[src/rtl/pipe_skid_reg_pkg.sv]
// Shared pipeline definitions for elastic stage registers.
// Holds the skid-buffer occupancy state, an example stage payload bundle
// and a helper that maps occupancy state to a beat count.
package pipe_skid_reg_pkg;

  // Occupancy of the two-entry skid register; value 2'd3 is unused and
  // recovers to ST_EMPTY.
  typedef enum logic [1:0] {
    ST_EMPTY = 2'd0,
    ST_ONE   = 2'd1,
    ST_TWO   = 2'd2
  } skid_state_e;

  // Decode -> execute bundle; packed to WIDTH at the instantiation site.
  typedef struct packed {
    logic [4:0]  rd;
    logic [3:0]  alu_op;
    logic        reg_we;
    logic        mem_rd;
    logic        mem_wr;
    logic [31:0] op_a;
    logic [31:0] op_b;
  } dec_ex_t;

  localparam int unsigned DEC_EX_W = $bits(dec_ex_t);

  function automatic logic [1:0] occupancy(input skid_state_e st);
    case (st)
      ST_ONE:  occupancy = 2'd1;
      ST_TWO:  occupancy = 2'd2;
      default: occupancy = 2'd0;
    endcase
  endfunction

endpackage

[src/rtl/pipe_skid_reg_sat_counter.sv]
// Saturating up-counter for pipeline performance statistics.
// Ports:
//   clk   - rising-edge clock
//   rst   - asynchronous active-high reset (counter -> 0)
//   clr_i - synchronous clear, wins over inc_i
//   inc_i - increment request; held at all-ones once saturated
//   cnt_o - current count
module sat_counter #(
  parameter int unsigned CNT_W = 16
) (
  input  logic             clk,
  input  logic             rst,
  input  logic             clr_i,
  input  logic             inc_i,
  output logic [CNT_W-1:0] cnt_o
);

  logic [CNT_W-1:0] cnt_q;
  logic [CNT_W-1:0] cnt_d;

  always_comb begin
    cnt_d = cnt_q;
    if (clr_i) begin
      cnt_d = '0;
    end else if (inc_i && (cnt_q != '1)) begin
      cnt_d = cnt_q + CNT_W'(1);
    end
  end

  always_ff @(posedge clk or posedge rst) begin
    if (rst) begin
      cnt_q <= '0;
    end else begin
      cnt_q <= cnt_d;
    end
  end

  assign cnt_o = cnt_q;

endmodule

[src/rtl/pipe_skid_reg.sv]
// Elastic pipeline stage register with a two-entry skid buffer.
// InReady and OutValid are registered, so no combinational path exists
// between the upstream and downstream handshakes.
// Ports:
//   CLK, Reset          - clock, asynchronous active-high reset
//   Flush               - squash stored beats and any beat accepted now
//   InValid/InReady/InData    - upstream handshake and payload
//   OutValid/OutReady/OutData - downstream handshake and head payload
//   Count               - occupancy 0..2
//   StatClear           - synchronous clear of StallCount
//   StallCount          - saturating count of OutValid & !OutReady cycles
module pipe_skid_reg
  import pipe_skid_reg_pkg::*;
#(
  parameter int unsigned WIDTH      = 32,
  parameter bit          CLEAR_DATA = 1'b1,
  parameter int unsigned CNT_W      = 16
) (
  input  logic             CLK,
  input  logic             Reset,
  input  logic             Flush,
  input  logic             InValid,
  output logic             InReady,
  input  logic [WIDTH-1:0] InData,
  output logic             OutValid,
  input  logic             OutReady,
  output logic [WIDTH-1:0] OutData,
  output logic [1:0]       Count,
  input  logic             StatClear,
  output logic [CNT_W-1:0] StallCount
);

  skid_state_e      state_q, state_d;
  logic [WIDTH-1:0] main_q, main_d;
  logic [WIDTH-1:0] skid_q, skid_d;
  logic             in_ready_q;
  logic             out_valid_q;
  logic [1:0]       count_q;

  logic in_fire;
  logic out_fire;

  assign in_fire  = InValid & in_ready_q;
  assign out_fire = out_valid_q & OutReady;

  always_comb begin
    state_d = state_q;
    main_d  = main_q;
    skid_d  = skid_q;
    if (Flush) begin
      // An accepted beat this cycle is dropped; a delivered one completes.
      state_d = ST_EMPTY;
      if (CLEAR_DATA) begin
        main_d = '0;
        skid_d = '0;
      end
    end else begin
      case (state_q)
        ST_EMPTY: begin
          if (in_fire) begin
            state_d = ST_ONE;
            main_d  = InData;
          end
        end
        ST_ONE: begin
          if (in_fire && out_fire) begin
            main_d = InData;
          end else if (out_fire) begin
            state_d = ST_EMPTY;
          end else if (in_fire) begin
            state_d = ST_TWO;
            skid_d  = InData;
          end
        end
        ST_TWO: begin
          if (out_fire) begin
            state_d = ST_ONE;
            main_d  = skid_q;
          end
        end
        default: state_d = ST_EMPTY;
      endcase
    end
  end

  // Handshake flags and occupancy are registered from the next state so
  // they change together with the state they describe.
  always_ff @(posedge CLK or posedge Reset) begin
    if (Reset) begin
      state_q     <= ST_EMPTY;
      main_q      <= '0;
      skid_q      <= '0;
      in_ready_q  <= 1'b1;
      out_valid_q <= 1'b0;
      count_q     <= 2'd0;
    end else begin
      state_q     <= state_d;
      main_q      <= main_d;
      skid_q      <= skid_d;
      in_ready_q  <= (state_d != ST_TWO);
      out_valid_q <= (state_d != ST_EMPTY);
      count_q     <= occupancy(state_d);
    end
  end

  assign InReady  = in_ready_q;
  assign OutValid = out_valid_q;
  assign OutData  = main_q;
  assign Count    = count_q;

  sat_counter #(
    .CNT_W(CNT_W)
  ) u_stall_cnt (
    .clk   (CLK),
    .rst   (Reset),
    .clr_i (StatClear),
    .inc_i (out_valid_q & ~OutReady),
    .cnt_o (StallCount)
  );

endmodule
[config.mk]
export PLATFORM = sky130hd
export DESIGN_NAME = pipe_skid_reg
export DESIGN_NICKNAME = d
export VERILOG_FILES = /design/src/rtl/pipe_skid_reg_pkg.sv /design/src/rtl/pipe_skid_reg_sat_counter.sv /design/src/rtl/pipe_skid_reg.sv
export SDC_FILE = /design/constraint.sdc
export NUM_CORES = 1
export LEC_CHECK = 0
export ABC_AREA = 1
export BUFFER_PORTS_ARGS = -buffer_cell sky130_fd_sc_hd__buf_4
export CAP_MARGIN = 25
export CORE_MARGIN = 4
export CORE_UTILIZATION = 25
export DETAILED_ROUTE_END_ITERATION = 8
export PLACE_DENSITY_LB_ADDON = 0.15
export SLEW_MARGIN = 20
export SYNTH_ARGS = -nofsm -noshare
export SYNTH_HDL_FRONTEND = slang
export SYNTH_HIERARCHICAL = 1
export SYNTH_SLANG_ARGS = --single-unit
[constraint.sdc]
create_clock -name CLK -period 5.87 [get_ports CLK]
set_input_delay 0.587 -clock CLK [delete_from_list [all_inputs] [get_ports CLK]]
set_output_delay 0.587 -clock CLK [all_outputs]
set_load 0.01 [all_outputs]
==> metrics, run 1 <==
status=completed; #FFs+latches synth=86; met2 WL=6100 µm; post-synthesis instance area=0.00450 mm²; period utilization=43.6%; PortBufs=89; skew final=0.0114 ns; max-cap viol count=0; hold buffers post-CTS=0; worst r2r path cells=7; Via Count=4176; Gate power share=21.3%; Slew Viols, Final=0; Final ANT Viol Nets=0; layout cells sized above 1=20.0%; GRT overflow=0; worst vdd ir=0.136 mV; slowest stage delay, CP=0.61 ns; cell taking the most area after synthesis=dfrtp_1; highest routed layer=met4; Die Area=0.0202 mm²; clk_lat worst skew=0.35 ns; die width=142 µm; fraction of the yosys area taken by sequential cells=47.9%; Flop pwr share=41.8%; Layout Area Growth over Synthesis=25.3%; Post-route DRC=0; yosys warns=6; cell mode on critical path=nand2_1; CP Capture Type=flop; Clock Pin Slew Worst Setup and Hold Paths=0.07 ns; Setup-failing EPs final=0; post-synth top area share=47.3%; max_slew headroom=53.2%; CTS Sinks=86; largest net degree at the start of global routing=71; P_leak=0.00299 µW; Synth top cells by count=202 x nand2_1, 143 x nand3_1, 85 x dfrtp_1; Final Cell Area=0.00564 mm²; total wire length=13600 µm; total iterations of the first detailed-routing run=7; CP Cell Sequence=inv_2 > nand2_2 > nor2_4 > nor2_8 > nand2_4 > nand2_1 > nand2_1; post-synthesis cell count=588; CP Launch Type=flop; Async SR Flop Fraction=100%; initial core utilization=25.7%; Synth Area per Inst=7.65 µm²; worst endpoint required time=6.16 ns; Antenna diodes=0; vias in the first global route=4160; kind of critical path=flop to flop; Reg2Reg Setup Slack=3.31 ns; cell with the most instances after synthesis=nand2_1; Least-Margin Pin Slew=0.700 ns; ranking of synthesized cells by area=dfrtp_1 47%, nand2_1 17%, nand3_1 16%, a21oi_1 3.9%, buf_2 2.6%; Synthesized Nets=627; Boundary Pins=90; P_int=1130 µW; setup bufs post-CTS=0; detailed placement HPWL=8790 µm; Setup TNS Final=0 ns; die height=142 µm; WL met1=6480 µm; clock period minus worst slack=2.56 ns; initial antenna violation count=0; DP Area=0.00527 mm²; Post-CTS Resized=0; CTS tree=done; Pwr per Cell Area=292 mW/mm²; H-tree Lvls=3; Netlist cell types=27; via/cell ratio=4.71; Arrival @ worst endpoint=2.85 ns; root buf cell=clkbuf_16; Slowest-stage cell, CP=nand2_2; Placer Congestion=0.800; nets@finish=695; Switching Fraction=31.5%; Row Count=48; Max FO, Critical Path=36; Clock Path Buffers=2; Post-synth top flop=dfrtp_1; unrepaired setup endpoints after global routing=false; core area=0.0175 mm²; net switching power=518 µW; CTS Buf Count=9; min-delay worst type=primary input to asynchronous set/reset pin; Clock Power Share=36.9%; fmax=391 MHz; total track usage=13.8%; global-route wire length before repair=22400 µm; initial drt markers=345; metal3 WL=859 µm; final hold viol count=0; number of synthesized flops with an enable pin=0; WL/cell=15.3 µm
==> power groups by stage <==
stage | combinational, µW | clock, µW | sequential (µW)
global route | 397 | 649 | 696
global placement | 348 | 0 | 699
detailed placement | 352 | 0 | 699
finish | 350 | 606 | 687
floorplan | 192 | 0 | 714
CTS | 353 | 629 | 688
==> state kept, by name, summed over array words and instances, names as in the netlist <==
name	count
OutData	32
skid_q	32
u_stall_cnt/cnt_o	16
Count	2
state_q	2
InReady	1
OutValid	1
==> through the flow <==
step	total power (µW)	util (%)	cells	hold slack [ns]	setup WS, ns
2_1_floorplan	905	-	588	0.470	3.52
6_report	1640	32.3	886	0.267	3.31
4_1_cts	1670	31.9	884	0.365	3.26
5_1_grt	1740	32.3	886	0.280	2.98
3_5_place_dp	1050	30.2	868	0.460	3.00
3_3_place_gp	1050	30.2	868	0.460	3.09
==> cells by family (layout without fill, tap and decap cells) <==
kind of cell / after synthesis / after routing / synth area share (%)
adder cells (fa/ha/maj): 1 / 1 / 0.278
buffers and inverters: 67 / 140 / 7.06
XOR/XNOR: 4 / 4 / 0.779
flip-flops: 86 / 86 / 47.9
AO/OA/AOI/OAI: 37 / 37 / 4.12
AND/OR/NAND/NOR: 393 / 393 / 39.9
==> cell type report <==
type                    count  area (µm²)
fillers                  1884       11800
flip-flops and latches     86        2150
well taps                 225         282
clock inverters             5        66.3
clock buffers              11         243
multi-input cells         435        2030
inverters                  29         110
repair buffers             95         753
==> layout by cell type (no fill, tap or decap), types with 2 or more instances in the layout <==
cell type,instances
nand3b_1,2
nor2_2,3
xnor2_1,2
nand2_4,2
nand3_1,143
nor2_1,19
clkbuf_16,9
buf_4,93
nand2_1,201
clkinv_1,2
inv_1,22
a21oi_1,35
dfrtp_1,85
nand2_2,4
buf_16,2
nand4_1,11
nor2_8,2
xor2_1,2
nor2_4,4
inv_2,4
==> metal layers <==
metal / up-vias / track usage, %
met5: - / 0
li1: 2062 / -
met3: 12 / 3.66
met1: 1970 / 19.9
met2: 132 / 20.8
met4: 0 / 3.23
==> worst paths after layout <==
| kind | endpoint | startpoint |
|---|---|---|
| setup / recovery | OutData[29] | state_q[0] |
| hold / removal | skid_q[11] | Reset |
| setup reg to reg | OutData[29] | state_q[0] |
| hold reg to reg | OutData[18] | OutData[18] |
| max in group asynchronous | InReady | Reset |
| min in group CLK | OutData[18] | OutData[18] |
==> critical path, delay by kind of cell (launching register included) <==
family / cells / cell delay, ns
buf+inv: 1 / 0.49
simple gates: 6 / 1.59
flops: 1 / 0.39
(Power assumes the default switching activity.)
==> run 2, diff against run 1 <==
==> constraint.sdc (replaced) <==
create_clock -name CLK -period 2.2 [get_ports CLK]
set_input_delay 0.22 -clock CLK [delete_from_list [all_inputs] [get_ports CLK]]
set_output_delay 0.22 -clock CLK [all_outputs]
set_load 0.01 [all_outputs]
==> run 2 against run 1 <==
Compared with the run above: sequential power rose to 2.7 times the previous value; non-clock buffer count up 10; utilization up 0.35 points; register-to-register slack worse by 3.0 ns; total power rose to 2.7 times the previous value; worst hold slack worse by 0.16 ns; worst setup slack worse by 3.0 ns; clock skew down 0.0032 ns; maximum frequency up 38%; sequential cell count unchanged; critical path type unchanged; largest cell class unchanged; highest routed layer unchanged.
==> metrics, run 2 (synthesized netlist as in run 1, its figures left out) <==
status=completed; CP Launch Type=flop; Post-CTS Resized=0; initial drt markers=242; WL met1=6490 µm; final hold viol count=0; worst endpoint required time=2.44 ns; Clock Pin Slew Worst Setup and Hold Paths=0.07 ns; CTS tree=done; CTS Sinks=86; Critical Path Sink=OutData[22]; H-tree Lvls=3; GRT overflow=0; min-delay worst type=primary input to flop; RR Endpoint=OutData[22]; Post-route DRC=0; CTS Buf Count=9; worst vdd ir=0.388 mV; max-cap viol count=0; Row Count=48; Boundary Pins=90; initial core utilization=25.7%; total wire length=14100 µm; layout cells sized above 1=21.0%; commonest cells after routing, fill and taps aside=202 x nand2_1, 143 x nand3_1, 102 x buf_4; nets@finish=705; WL/cell=15.7 µm; Setup TNS Final=0 ns; Final ANT Viol Nets=0; Setup-failing EPs final=0; worst r2r path cells=7; Via Count=4269; Slew Viols, Final=0; Pwr per Cell Area=775 mW/mm²; Antenna diodes=0; largest net degree at the start of global routing=35; global-route wire length before repair=22900 µm; worst setup path start=state_q[1]; total track usage=14.2%; Arrival @ worst endpoint=2.10 ns; skew final=0.00813 ns; core area=0.0175 mm²; Pwr Total=4420 µW; die width=142 µm; clk_lat worst skew=0.35 ns; total iterations of the first detailed-routing run=5; highest routed layer=met4; fmax=539 MHz; metal3 WL=894 µm; Placer Congestion=0.775; Die Area=0.0202 mm²; hold buffers post-CTS=1; die height=142 µm; P_leak=0.00303 µW; Reg2Reg Setup Slack=0.35 ns; Layout Area Growth over Synthesis=26.7%; initial antenna violation count=0; detailed placement HPWL=9520 µm; max_slew headroom=55.3%; Max FO, Critical Path=32; period utilization=84.3%; via/cell ratio=4.76; clock period minus worst slack=1.85 ns; Least-Margin Pin Slew=0.670 ns; root buf cell=clkbuf_16; r2r startpoint=state_q[1]; Clock Path Buffers=2; CP Capture Type=flop; vias in the first global route=4212; commonest non-fill, non-tap cell in the layout=nand2_1; total of fill cells in the finished design=1870; met2 WL=6540 µm; setup bufs post-CTS=0; PortBufs=89; unrepaired setup endpoints after global routing=false; kind of critical path=flop to flop
[run 2: layout make-up]
class	count	area (µm²)	share of cell area, %
Sequential cell	86	2150	37.8
Multi-Input combinational cell	435	2030	35.6
Timing Repair Buffer	105	816	14.3
Tap cell	225	282	4.94
Clock buffer	10	239	4.19
Inverter	29	110	1.93
Clock inverter	6	71.3	1.25
[run 2: worst min-delay path by stage]
stage	from	endpoint	slack, ns	cells past startpoint
floorplan	Reset	u_stall_cnt/cnt_o[0]	0.13	1
global placement	Reset	OutData[10]	0.34	2
detailed placement	Reset	OutData[10]	0.35	2
CTS	InData[29]	skid_q[29]	0.1	3
global route	InData[29]	skid_q[29]	0.11	3
finish	InData[29]	skid_q[29]	0.11	3
[run 2: worst max-delay path, stage by stage, from the launching register on]
cell,delay (ns)
dfrtp_1,0.63
inv_2,0.08
nand2_1,0.14
nor2_2,0.09
nor2_8,0.30
nand2_4,0.30
nand2_1,0.14
nand2_1,0.05
[run 2: per-stage QoR]
step	hold WS (ns)	instances	area, µm²	utilization (%)	worst slack (ns)
6_report	0.110	896	5700	32.6	0.345
5_1_grt	0.108	896	5700	32.6	0.161
4_1_cts	0.0968	896	5700	32.6	0.323
3_5_place_dp	0.345	879	5380	30.8	0.329
3_3_place_gp	0.343	879	5380	30.8	0.390
2_1_floorplan	0.134	588	4500	-	0.213
[run 2: power by group]
group,leakage (µW),internal (µW),switching (µW),total [µW]
combinational,0.00173,355,610,965
sequential,0.00116,1740,104,1850
clock,0.000145,918,689,1610
total,0.00303,3010,1400,4420
[run 2: layer usage]
layer	GRT usage (%)	up-vias
met4	3.74	0
met1	19.7	2048
met5	0	-
met2	22.1	123
li1	-	2086
met3	3.36	12
